<file path="config.mk">
export PLATFORM = sky130hd
export DESIGN_NAME = lbus_arbiter
export DESIGN_NICKNAME = d
export VERILOG_FILES = /design/src/rtl/lbus_pkg.sv /design/src/rtl/rr_pick.sv /design/src/rtl/lbus_arbiter.sv
export SDC_FILE = /design/constraint.sdc
export NUM_CORES = 1
export LEC_CHECK = 0
export ABC_AREA = 0
export CELL_PAD_IN_SITES_DETAIL_PLACEMENT = 1
export CELL_PAD_IN_SITES_GLOBAL_PLACEMENT = 1
export CORE_MARGIN = 2
export CORE_UTILIZATION = 29
export DETAILED_ROUTE_END_ITERATION = 10
export MAX_ROUTING_LAYER = met4
export PLACE_DENSITY = 0.82
export SYNTH_ARGS = -nofsm -noshare
export SYNTH_HDL_FRONTEND = slang
export SYNTH_SLANG_ARGS = --single-unit
</file>
<file path="constraint.sdc">
create_clock -name plclk -period 2.2 [get_ports plclk]
set_clock_uncertainty 0.05 [all_clocks]
set_input_delay 0.44 -clock plclk [delete_from_list [all_inputs] [get_ports plclk]]
set_output_delay 0.44 -clock plclk [all_outputs]
set_load 0.05 [all_outputs]
</file>
<file path="src/rtl/lbus_pkg.sv">
// Shared types and widths for the PL local-bus arbiter.
package lbus_pkg;

    localparam int LBUS_AW = 16;
    localparam int LBUS_DW = 16;

    typedef enum logic [1:0] {
        ST_IDLE   = 2'd0,
        ST_STROBE = 2'd1,
        ST_WAIT   = 2'd2,
        ST_ACK    = 2'd3
    } lbus_state_e;

endpackage

</file>
<file path="src/rtl/rr_pick.sv">
// Combinational round-robin picker: search starts one past the last winner.
module rr_pick #(
    parameter int NREQ = 2
) (
    input  logic [NREQ-1:0]         req,
    input  logic [$clog2(NREQ)-1:0] last,
    output logic                    valid,
    output logic [$clog2(NREQ)-1:0] winner
);
    localparam int IW = $clog2(NREQ);

    int            idx;
    logic [IW-1:0] idx_w;

    // Walk offsets from farthest to nearest so the nearest pending requester wins.
    always_comb begin
        valid  = 1'b0;
        winner = '0;
        idx    = 0;
        idx_w  = '0;
        for (int off = NREQ; off >= 1; off--) begin
            idx   = (int'(last) + off) % NREQ;
            idx_w = IW'(idx);
            if (req[idx_w]) begin
                valid  = 1'b1;
                winner = idx_w;
            end
        end
    end

endmodule

</file>
<file path="src/rtl/lbus_arbiter.sv">
// Round-robin arbiter serialising N requesters onto the 16-bit PL local bus.
//
// state     | meaning
// ST_IDLE   | arbitrate pending requests, latch winner's bus fields
// ST_STROBE | single-cycle bstrobe on the bus, load read-latency counter
// ST_WAIT   | count down bus latency, capture brddata on terminal count
// ST_ACK    | one-cycle ack to the winner, remember it for round-robin
module lbus_arbiter
    import lbus_pkg::*;
#(
    parameter int NREQ   = 2,
    parameter int RD_LAT = 1
) (
    input  logic                      plclk,
    input  logic                      aresetn,
    input  logic [NREQ-1:0]           req,
    input  logic [LBUS_AW*NREQ-1:0]   req_addr,
    input  logic [LBUS_DW*NREQ-1:0]   req_wrdata,
    input  logic [NREQ-1:0]           req_wr,
    output logic [NREQ-1:0]           ack,
    output logic [LBUS_DW-1:0]        rddata,
    output logic [LBUS_AW-1:0]        baddr,
    output logic [LBUS_DW-1:0]        bwrdata,
    output logic                      bwr,
    output logic                      bstrobe,
    input  logic [LBUS_DW-1:0]        brddata,
    output logic                      busy,
    output logic [$clog2(NREQ)-1:0]   gnt_id
);
    localparam int IW = $clog2(NREQ);
    localparam int CW = 3;

    lbus_state_e        state;
    logic [IW-1:0]      last_gnt;
    logic [CW-1:0]      wait_cnt;
    logic               pick_valid;
    logic [IW-1:0]      pick_id;
    logic [LBUS_AW-1:0] addr_arr  [NREQ];
    logic [LBUS_DW-1:0] wdata_arr [NREQ];
    logic [NREQ-1:0]    gnt_onehot;

    rr_pick #(.NREQ(NREQ)) u_rr_pick (
        .req    (req),
        .last   (last_gnt),
        .valid  (pick_valid),
        .winner (pick_id)
    );

    always_comb begin
        for (int i = 0; i < NREQ; i++) begin
            addr_arr[i]  = req_addr[i*LBUS_AW +: LBUS_AW];
            wdata_arr[i] = req_wrdata[i*LBUS_DW +: LBUS_DW];
        end
    end

    always_comb begin
        gnt_onehot         = '0;
        gnt_onehot[gnt_id] = 1'b1;
    end

    always_ff @(posedge plclk or negedge aresetn) begin
        if (!aresetn) begin
            state    <= ST_IDLE;
            ack      <= '0;
            rddata   <= '0;
            baddr    <= '0;
            bwrdata  <= '0;
            bwr      <= 1'b0;
            bstrobe  <= 1'b0;
            busy     <= 1'b0;
            gnt_id   <= '0;
            last_gnt <= IW'(NREQ - 1);
            wait_cnt <= '0;
        end else begin
            case (state)
                ST_IDLE: begin
                    if (pick_valid) begin
                        baddr   <= addr_arr[pick_id];
                        bwrdata <= wdata_arr[pick_id];
                        bwr     <= req_wr[pick_id];
                        gnt_id  <= pick_id;
                        bstrobe <= 1'b1;
                        busy    <= 1'b1;
                        state   <= ST_STROBE;
                    end
                end
                ST_STROBE: begin
                    bstrobe  <= 1'b0;
                    wait_cnt <= CW'(RD_LAT - 1);
                    state    <= ST_WAIT;
                end
                ST_WAIT: begin
                    // Writes run the same latency so every transaction has a fixed period.
                    if (wait_cnt == '0) begin
                        if (!bwr) begin
                            rddata <= brddata;
                        end
                        ack   <= gnt_onehot;
                        state <= ST_ACK;
                    end else begin
                        wait_cnt <= wait_cnt - 1'b1;
                    end
                end
                ST_ACK: begin
                    ack      <= '0;
                    busy     <= 1'b0;
                    last_gnt <= gnt_id;
                    state    <= ST_IDLE;
                end
                default: state <= ST_IDLE;
            endcase
        end
    end

endmodule

</file>
### Word-level counts from Yosys, hierarchy flattened

Index checks and enable logic that the tools add are counted.

| storage, ports and cells | value |
|---|---|
| memories | 0 |
| output and inout bits | 54 |
| bits of input ports | 86 |
| memory bits (writable) | 0 |
| register bits | 60 |
| latch bits | 0 |
| bits in read-only memories | 0 |

| cells by class | value |
|---|---|
| div/mod/pow operators | 0 |
| multiplexer cells | 28 |
| shift-type cells | 0 |
| $lt $le $gt $ge | 6 |
| bitwise operators | 2 |
| reduce and logical (&&, ||, !) cells | 14 |
| equal/unequal tests | 6 |
| multipliers | 0 |
| add/subtract/negate cells | 3 |

Operators by type and width:

| kind | count |
|---|---|
| $mux 16 | 6 |
| $mux 1 | 12 |
| $reduce_and 2->1 | 6 |
| $lt 1x2->1 const B | 4 |
| $pmux 2 s4 | 1 |
| $reduce_bool 2->1 | 4 |
| $mux 2 | 3 |
| $ne 2x2->1 const B | 3 |
| $pmux 3 s2 | 1 |
| $eq 2x2->1 const B | 2 |
| $pmux 1 s2 | 2 |
| $pmux 2 s2 | 1 |
| $logic_not 3->1 | 1 |
| $mux 3 | 1 |
| $reduce_and 3->1 | 1 |
| $sub 3x1->3 const B | 1 |
| $add 1x1->1 const B | 2 |
| $eq 2x1->1 const B | 1 |
| $ge 2x2->1 const B | 1 |
| $logic_not 2->1 | 1 |
| $not 1->2 | 1 |
| $demux 1 s1 | 1 |
| $ge 1x1->1 const B | 1 |
| $logic_and 1x1->1 | 1 |
| $not 1->1 | 1 |

### Depth between registers and ports, before layout

Gate-level depths: netlist (run 1).

| logic depth | value |
|---|---|
| depth after elaboration | 9 |
| depth in mapped cells | 6 |
| gate-level depth less buffers | 5 |

### Modules after synthesis

From an unflattened synthesis (run 1), not the netlist that was laid out.

| unflattened totals | value |
|---|---|
| cell total of the unflattened synthesis | 240 |
| area total of the unflattened synthesis | 2775.2 sq um |

By module, submodules not included:

| module | area each (sq um) | sequential area each (sq um) | instances | cells each |
|---|---|---|---|---|
| lbus_arbiter | 2761.4 | 1502.7 | 1 | 238 |
| rr_pick | 13.8 | 0.0 | 1 | 2 |

### Worst setup path before layout (run 1)

No wires, ideal clock.

| timing path | value |
|---|---|
| path kind | flip-flop to flip-flop |
| start point | register wait_cnt[0] |
| end point | register rddata[0] |
| arrival time | 1.571 ns |
| slack | 0.454 ns |
| clock period less this slack | 1.746 ns |
| data required time | 2.025 ns |
| path buffers | 1 |
| cell stages (with the launch flop) | 7 |
| cell sequence | dfrtp_1 inv_1 ha_1 nand2b_4 nor3b_4 buf_8 mux2_2 |

| on the way | value |
|---|---|
| cells in the longest elaborated chain, start to end | 2 |

RTL lines:

| item | line | text |
|---|---|---|
| from (decl) | lbus_arbiter.sv:35 | `logic [CW-1:0] wait_cnt;` |
| from (signal assigned) | lbus_arbiter.sv:89 | `wait_cnt <= CW'(RD_LAT - 1);` |
| from (signal assigned) | lbus_arbiter.sv:101 | `wait_cnt <= wait_cnt - 1'b1;` |
| $logic_not 3->1 | lbus_arbiter.sv:94 | `if (wait_cnt == '0) begin` |
| $reduce_and 3->1 (no source line) | -- |  |
| to (signal assigned) | lbus_arbiter.sv:96 | `rddata <= brddata;` |
| to (decl) | lbus_arbiter.sv:21 | `output logic [LBUS_DW-1:0] rddata,` |

No other way between the ends.
A chain may end at the register's enable or synchronous reset.

### Worst setup path in the final report (run 1)

| timing path | value |
|---|---|
| start point | register gnt_id |
| end point | output gnt_id |

RTL lines:

| item | line | text |
|---|---|---|
| from (decl) | lbus_arbiter.sv:28 | `output logic [$clog2(NREQ)-1:0] gnt_id` |
| from (signal assigned) | lbus_arbiter.sv:81 | `gnt_id <= pick_id;` |

No word-level cell between the ends.

==> results of run 1 <==
## routing by layer
| layer | vias up | wire length, um | global-route usage |
|---|---|---|---|
| met1 | 1266 | 3630 | 0.2181 |
| met5 | - | 0 | - |
| li1 | 1221 | - | - |
| met2 | 99 | 4248 | 0.2990 |
| met4 | 0 | 114 | 0.06006 |
| met3 | 11 | 559 | 0.04092 |
## how the worst max path moves through the flow
stage                     start  slack, ns         end  cells past startpoint
global placement         req[1]       0.28  bwrdata[9]                      5
CTS                      gnt_id       0.05      gnt_id                      1
finish                   gnt_id       0.08      gnt_id                      1
global route             gnt_id       0.02      gnt_id                      1
detailed placement       req[1]       0.18         bwr                      5
floorplan           wait_cnt[0]       0.45   rddata[0]                      6
## logic make-up after synthesis
| group | Yosys count | share of synthesized area |
|---|---|---|
| AOI/OAI and AO/OA | 82 | 0.1670 |
| and+or+nand+nor | 81 | 0.1242 |
| DFF | 60 | 0.5524 |
| buffers and inverters | 24 | 0.04278 |
| muxes | 21 | 0.08602 |
| adders and majority gates | 6 | 0.02760 |
## power groups by stage
stage,clock network [mW],registers [mW],logic (mW)
2_1_floorplan,0,3.69,1.12
6_report,0.956,1.98,4.42
3_3_place_gp,0,1.97,4.36
3_5_place_dp,0,2.00,4.46
5_1_grt,1.04,2.06,4.68
4_1_cts,0.986,1.99,4.48
## stage by stage
stage | hold slack [ns] | instances
floorplan | 0.09441 | 274
global placement | 0.4147 | 518
detailed placement | 0.4279 | 518
finish | 0.05952 | 534
CTS | 0.06181 | 534
global route | 0.07063 | 534
## cell usage in the layout, fill, tap and decap left out, types with 2 or more instances in the layout
master | Yosys | layout
clkdlybuf4s50_1 | 0 | 137
buf_4 | 0 | 9
o311ai_0 | 4 | 4
dfrtp_1 | 59 | 59
nand2_1 | 38 | 38
clkinv_2 | 0 | 3
buf_12 | 0 | 3
clkbuf_1 | 2 | 2
o21ai_0 | 4 | 4
mux2_2 | 19 | 19
mux2i_1 | 2 | 2
a21oi_1 | 66 | 66
nand3_1 | 2 | 2
clkbuf_8 | 0 | 9
nor2_1 | 37 | 37
inv_1 | 7 | 7
ha_1 | 6 | 6
## flip-flops by register name, indices dropped and copies added (netlist names), 2 cells and up
name      flops
ack           2
baddr        16
bwrdata      16
rddata       16
state         2
wait_cnt      3
## area by class of cell
type / instances / area (um2) / share of cell area
clock buffer: 11 / 131.4 / 0.02940
clock inverter: 5 / 52.55 / 0.01176
inverter: 7 / 26.28 / 0.005881
multi-input combinational: 190 / 1112 / 0.2490
sequential: 60 / 1503 / 0.3363
tap: 111 / 138.9 / 0.03108
timing repair buffer: 150 / 1504 / 0.3366
==> flow_summary.ini, run 1 <==
[grt]
grt.total_usage = 0.1807
grt_pass1_vias = 2855
grt_max_degree = 61
gr-total-overflow = 0
antenna_found_initial = 0
grt_pass1_wl_um = 13960

[sta]
slew_headroom = 0.6346
setup_tns_ns = 0
tightest_slew_ns = 0.5464
finalHoldViolCount = 0
setup_slack_ns = 0.08118
period_needed_ns = 2.119
rsz0062_at_grt = no
setup_viol = 0
post-route-period-util = 0.9631
max_freq_ghz = 0.4720
maxSlewViolCount = 0

[critical_path]
rr_startpoint = wait_cnt[0]
worstSetupEndpointType = primary output
required_ns = 1.71
reg2regPathDepth = 6
rr_endpoint = rddata[1]
crit_buf_inv = 1
startpoint_type = register
cp.arrival_ns = 1.63
criticalPathCategory = register to primary output
crit_chain = clkdlybuf4s50_1
r2r_slack_ns = 0.39
path_max_fanout = 5
path_delay_family = buffers and inverters
max_stage_delay_ns = 0.85
cp_slowest_cell = clkdlybuf4s50_1

[final_layout]
fill_cells = 1038
area_delta_synth_final_pct = 64.26
design_area_um2 = 4468
antenna_cells = 0
final_net_count = 510
fin_util = 0.4882
drive_gt1_frac = 0.1253

[synthesis]
ys_ff_latch = 60
syn-cell-area_um2 = 2720
synth_top_area_share = 0.5428
syn_inst = 274
yosys-top-cells-count = 66 x a21oi_1, 59 x dfrtp_1, 38 x nand2_1
synth_edf_count = 0
seq_area_frac_synth = 0.5524
synthArstFlopShare = 1.000
synth_warnings = 0
synth_area_leaders = dfrtp_1 54%, a21oi_1 12%, mux2_2 7.9%
synth.largest_area_cell = dfrtp_1
ys_types = 28
syn-num-nets = 366
avgSynthCellArea_um2 = 9.927
ys.flop_type = dfrtp_1
yosysMostFrequentCell = a21oi_1

[routing]
drtAntennaViolNets = 0
dr_total_vias = 2597
drc = 0
avgViaCountPerCell = 4.863
avgRoutedWirePerCell_um = 16.01
routed_wl_um = 8552
drt_iter0_drc = 40
drtPass1Iterations = 4

[place]
post_dp_cell_area_um2 = 4284
place_congestion = 0.7720
io_buffers = 139
place_ws_ns = 0.1758
hpwl_um = 6276

[power_and_ir_drop]
ir_worst_vdd_mv = 0.7349
swShare = 0.4871
seqPwrFrac = 0.269
powerDensity_nw_per_um2 = 1645
p_leak_nw = 1.887
pwr-share-clk = 0.130
switchingPower_mw = 3.580
p_comb_frac = 0.601
finalPower_mw = 7.349
p_int_mw = 3.769

[cts]
cts_sinks = 60
cts_root_buf = clkbuf_8
cts_buffers = 9
holdBufCountCts = 0
cts_tree = yes
clockBufferDepth = 2
clkLatencyLatePin_ns = 0.33
post_cts_resized = 0
clk_pin_slew_ns = 0.07
htreeDepth = 3
post_cts_buffers = 0

[floorplan]
core_area_um2 = 9153
die_w_um = 100.9
initial_utilization = 0.2972
rows = 35
io_pins = 140
dieArea_um2 = 10170
die_y_um = 100.9

[min_path]
hold_class = primary input to async pin

[flow_run]
max-cap-violations = 0

[run_status]
status = finished clean
Note: power is estimated with default switching activity, not from simulation.
==> run 2, diff against run 1 <==
--- a/config.mk
+++ b/config.mk
@@ -9,10 +9,10 @@
 export CELL_PAD_IN_SITES_DETAIL_PLACEMENT = 1
 export CELL_PAD_IN_SITES_GLOBAL_PLACEMENT = 1
 export CORE_MARGIN = 2
-export CORE_UTILIZATION = 29
+export CORE_UTILIZATION = 31
 export DETAILED_ROUTE_END_ITERATION = 10
 export MAX_ROUTING_LAYER = met4
-export PLACE_DENSITY = 0.82
+export PLACE_DENSITY = 0.87
 export SYNTH_ARGS = -nofsm -noshare
 export SYNTH_HDL_FRONTEND = slang
 export SYNTH_SLANG_ARGS = --single-unit
==> constraint.sdc (replaced) <==
create_clock -name plclk -period 2.7 [get_ports plclk]
set_clock_uncertainty 0.05 [all_clocks]
set_input_delay 0.54 -clock plclk [delete_from_list [all_inputs] [get_ports plclk]]
set_output_delay 0.54 -clock plclk [all_outputs]
set_load 0.05 [all_outputs]
==> flow_summary.ini, run 2 (synthesized netlist as in run 1, its figures left out) <==
[routing]
drtPass1Iterations = 4
avgViaCountPerCell = 4.868
avgRoutedWirePerCell_um = 15.76
drc = 0
drtAntennaViolNets = 0
routed_wl_um = 8335
drt_iter0_drc = 58
dr_total_vias = 2575

[final_layout]
final_common_cell = clkdlybuf4s50_1
fin_util = 0.5165
final_net_count = 508
layout.cells.non_filler = 529
antenna_cells = 0
layout_common_cells = 138 x clkdlybuf4s50_1, 66 x a21oi_1, 59 x dfrtp_1, 38 x nand2_1, 37 x nor2_1
drive_gt1_frac = 0.1188
area_delta_synth_final_pct = 63.16
design_area_um2 = 4438
top_regs = baddr: 16 flops, bwrdata: 16 flops, rddata: 16 flops

[critical_path]
crit_buf_inv = 1
crit_chain = clkdlybuf4s50_1
path_delay_family = buffers and inverters
cp.arrival_ns = 1.59
max_stage_delay_ns = 0.84
required_ns = 2.11
path_max_fanout = 5
worstSetupEndpointType = primary output
startpoint_type = register
cp_slowest_cell = clkdlybuf4s50_1
reg2regPathDepth = 5
criticalPathCategory = register to primary output
cp_num_cells = 1

[sta]
post-route-period-util = 0.8065
finalHoldViolCount = 0
slew_headroom = 0.5438
setup_tns_ns = 0
maxSlewViolCount = 0
period_needed_ns = 2.177
setup_viol = 0
setup_slack_ns = 0.5226
whs_ns = 0.2040
rsz0062_at_grt = no
tightest_slew_ns = 0.6843
max_freq_ghz = 0.4593

[cts]
htreeDepth = 3
clk_pin_slew_ns = 0.06
holdBufCountCts = 0
cts_buffers = 9
post_cts_resized = 0
cts_tree = yes
cts_sinks = 60
clockBufferDepth = 2
post_cts_buffers = 0
cts_root_buf = clkbuf_8
clkLatencyLatePin_ns = 0.32

[place]
place_congestion = 0.7757
io_buffers = 139
place_ws_ns = 0.4602
post_dp_cell_area_um2 = 4255
dp.cells = 513
hpwl_um = 6354

[floorplan]
core_area_um2 = 8593
die_y_um = 97.67
initial_utilization = 0.3165
die_w_um = 97.67
dieArea_um2 = 9539
rows = 34
io_pins = 140

[min_path]
hold_class = primary input to async pin

[grt]
grt_pass1_vias = 2849
grt.total_usage = 0.1847
antenna_found_initial = 0
grt_pass1_wl_um = 13830
grt_max_degree = 33
gr-total-overflow = 0

[run_status]
status = finished clean

[power_and_ir_drop]
p_leak_nw = 1.877
powerDensity_nw_per_um2 = 1332
finalPower_mw = 5.913
ir_worst_vdd_mv = 0.5790

[flow_run]
max-cap-violations = 0
## run 2: per-layer routing
| layer | vias up | routed length [um] | part of all wire | GRT usage |
|---|---|---|---|---|
| met5 | - | 0 | 0 | - |
| met1 | 1261 | 3549 | 0.43 | 0.2148 |
| met3 | 6 | 466 | 0.056 | 0.04245 |
| met2 | 92 | 4251 | 0.51 | 0.3225 |
| met4 | 0 | 66 | 0.0079 | 0.04808 |
| li1 | 1216 | - | - | - |
## run 2: where the power goes
part | internal [mW] | switching (mW) | total [mW]
registers | 1.35 | 0.275 | 1.62
clock network | 0.406 | 0.328 | 0.735
logic | 1.28 | 2.28 | 3.56
## run 2: final timing paths
check,startpoint,endpoint,slack [ns]
worst min-delay path,aresetn,rddata[7],0.20
max in group asynchronous,aresetn,last_gnt,1.72
worst min register to register,wait_cnt[0],wait_cnt[0],0.43
worst max-delay path,gnt_id,gnt_id,0.52
worst max register to register,state[0],rddata[3],0.77
min in group plclk,wait_cnt[0],wait_cnt[0],0.43
## run 2: area by class of cell
type	instances	area, um2
clock buffer	14	172.7
clock inverter	2	10.01
fill	958	4155
inverter	7	26.28
multi-input combinational	190	1112
sequential	60	1503
tap	108	135.1
timing repair buffer	148	1479
==> run 3, diff against run 2 <==
--- a/config.mk
+++ b/config.mk
@@ -9,10 +9,10 @@
 export CELL_PAD_IN_SITES_DETAIL_PLACEMENT = 1
 export CELL_PAD_IN_SITES_GLOBAL_PLACEMENT = 1
 export CORE_MARGIN = 2
-export CORE_UTILIZATION = 31
+export CORE_UTILIZATION = 26
 export DETAILED_ROUTE_END_ITERATION = 10
 export MAX_ROUTING_LAYER = met4
-export PLACE_DENSITY = 0.87
+export PLACE_DENSITY = 0.78
 export SYNTH_ARGS = -nofsm -noshare
 export SYNTH_HDL_FRONTEND = slang
 export SYNTH_SLANG_ARGS = --single-unit
==> constraint.sdc (replaced) <==
create_clock -name plclk -period 2 [get_ports plclk]
set_clock_uncertainty 0.05 [all_clocks]
set_input_delay 0.4 -clock plclk [delete_from_list [all_inputs] [get_ports plclk]]
set_output_delay 0.4 -clock plclk [all_outputs]
set_load 0.05 [all_outputs]
==> flow_summary.ini, run 3 (synthesized netlist as in run 1, its figures left out) <==
[run_status]
status = finished, violations left
violations = hold timing

[sta]
setup_slack_ns = 0.05095
setup_viol = 0
post-route-period-util = 0.9745
slew_headroom = 0.6359
setup_tns_ns = 0
rsz0062_at_grt = no
finalHoldViolCount = 1
tightest_slew_ns = 0.5452
whs_ns = -0.001253
period_needed_ns = 1.949
maxSlewViolCount = 0
max_freq_ghz = 0.5131

[final_layout]
area_delta_synth_final_pct = 70.33
final_net_count = 510
layout_common_cells = 105 x clkdlybuf4s50_1, 66 x a21oi_1, 59 x dfrtp_1, 38 x nand2_1, 37 x nor2_1
drive_gt1_frac = 0.1442
layout.cells.non_filler = 559
antenna_cells = 0
final_common_cell = clkdlybuf4s50_1
fin_util = 0.4529
top_regs = baddr: 16 flops, bwrdata: 16 flops, rddata: 16 flops
design_area_um2 = 4633

[routing]
drt_iter0_drc = 69
avgRoutedWirePerCell_um = 15.72
dr_total_vias = 2621
avgViaCountPerCell = 4.689
drtAntennaViolNets = 0
drc = 0
routed_wl_um = 8787
drtPass1Iterations = 4

[floorplan]
dieArea_um2 = 11300
io_pins = 140
initial_utilization = 0.2659
core_area_um2 = 10230
die_y_um = 106.3
rows = 37
die_w_um = 106.3

[critical_path]
crit_buf_inv = 1
required_ns = 1.55
max_stage_delay_ns = 0.81
worstSetupEndpointType = primary output
cp_slowest_cell = clkdlybuf4s50_1
path_max_fanout = 2
startpoint_type = register
rr_startpoint = wait_cnt[0]
reg2regPathDepth = 6
cp.arrival_ns = 1.50
r2r_slack_ns = 0.24
criticalPathCategory = register to primary output
path_delay_family = buffers and inverters
rr_endpoint = rddata[2]
crit_chain = clkdlybuf4s50_1

[power_and_ir_drop]
ir_worst_vdd_mv = 0.7335
p_leak_nw = 2.109
powerDensity_nw_per_um2 = 1768

[grt]
antenna_found_initial = 0
gr-total-overflow = 0
grt_pass1_vias = 2877
grt.total_usage = 0.1679
grt_pass1_wl_um = 14320
grt_max_degree = 61

[cts]
clk_pin_slew_ns = 0.07
post_cts_buffers = 0
holdBufCountCts = 0
cts_tree = yes
post_cts_resized = 2
cts_buffers = 9
clkLatencyLatePin_ns = 0.33
clockBufferDepth = 2
htreeDepth = 3
cts_root_buf = clkbuf_8
cts_sinks = 60

[place]
post_dp_cell_area_um2 = 4385
dp.cells = 543
hpwl_um = 6298
place_ws_ns = 0.03421
io_buffers = 139
place_congestion = 0.7089

[min_path]
hold_class = primary input to async pin

[flow_run]
max-cap-violations = 0
run 3: cell count changes in the layout (fill, tap and decap cells not counted), sizes merged:
cell,previous run,this run
clkdlybuf4s50,138,105
buf,10,20
dlymetal6s2s,0,23
clkinvlp,0,1
dlygate4sd2,0,2
bufinv,0,1
clkinv,2,4
clkbuf,14,10
run 3: layer usage:
layer,GRT usage,share of wire
met1,0.2001,0.42
met2,0.2784,0.50
met3,0.03556,0.059
met4,0.06579,0.019
met5,-,0
run 3: final cells by class:
| class | count | area [um2] |
|---|---|---|
| fillers | 1143 | 5598 |
| inverters | 7 | 26.28 |
| repair buffers | 150 | 1629 |
| multi-input cells | 190 | 1112 |
| well taps | 136 | 170.2 |
| clock inverters | 6 | 65.06 |
| clock buffers | 10 | 127.6 |
| flip-flops and latches | 60 | 1503 |
run 3: per-stage QoR:
step	hold WS (ns)	power (mW)
after floorplan	0.05441	5.289
after global placement	0.3907	7.077
after detailed placement	0.3939	7.235
after CTS	0.01980	8.335
after global routing	0.02454	8.704
final	-0.001253	8.190
run 3: how the worst max path moves through the flow:
stage | start | end | slack, ns | depth (start not counted)
after global placement | req[0] | state[1] | 0.11 | 4
after floorplan | wait_cnt[0] | rddata[0] | 0.25 | 6
after global routing | rddata[14] | rddata[14] | 0.001 | 1
after CTS | rddata[7] | rddata[7] | 0.003 | 1
final | bwrdata[8] | bwrdata[8] | 0.05 | 1
after detailed placement | req[0] | bwrdata[3] | 0.03 | 5
run 3: power breakdown:
group | internal [mW] | switching, mW | total [mW]
logic | 1.81 | 3.14 | 4.95
registers | 1.81 | 0.348 | 2.16
clock network | 0.575 | 0.506 | 1.08
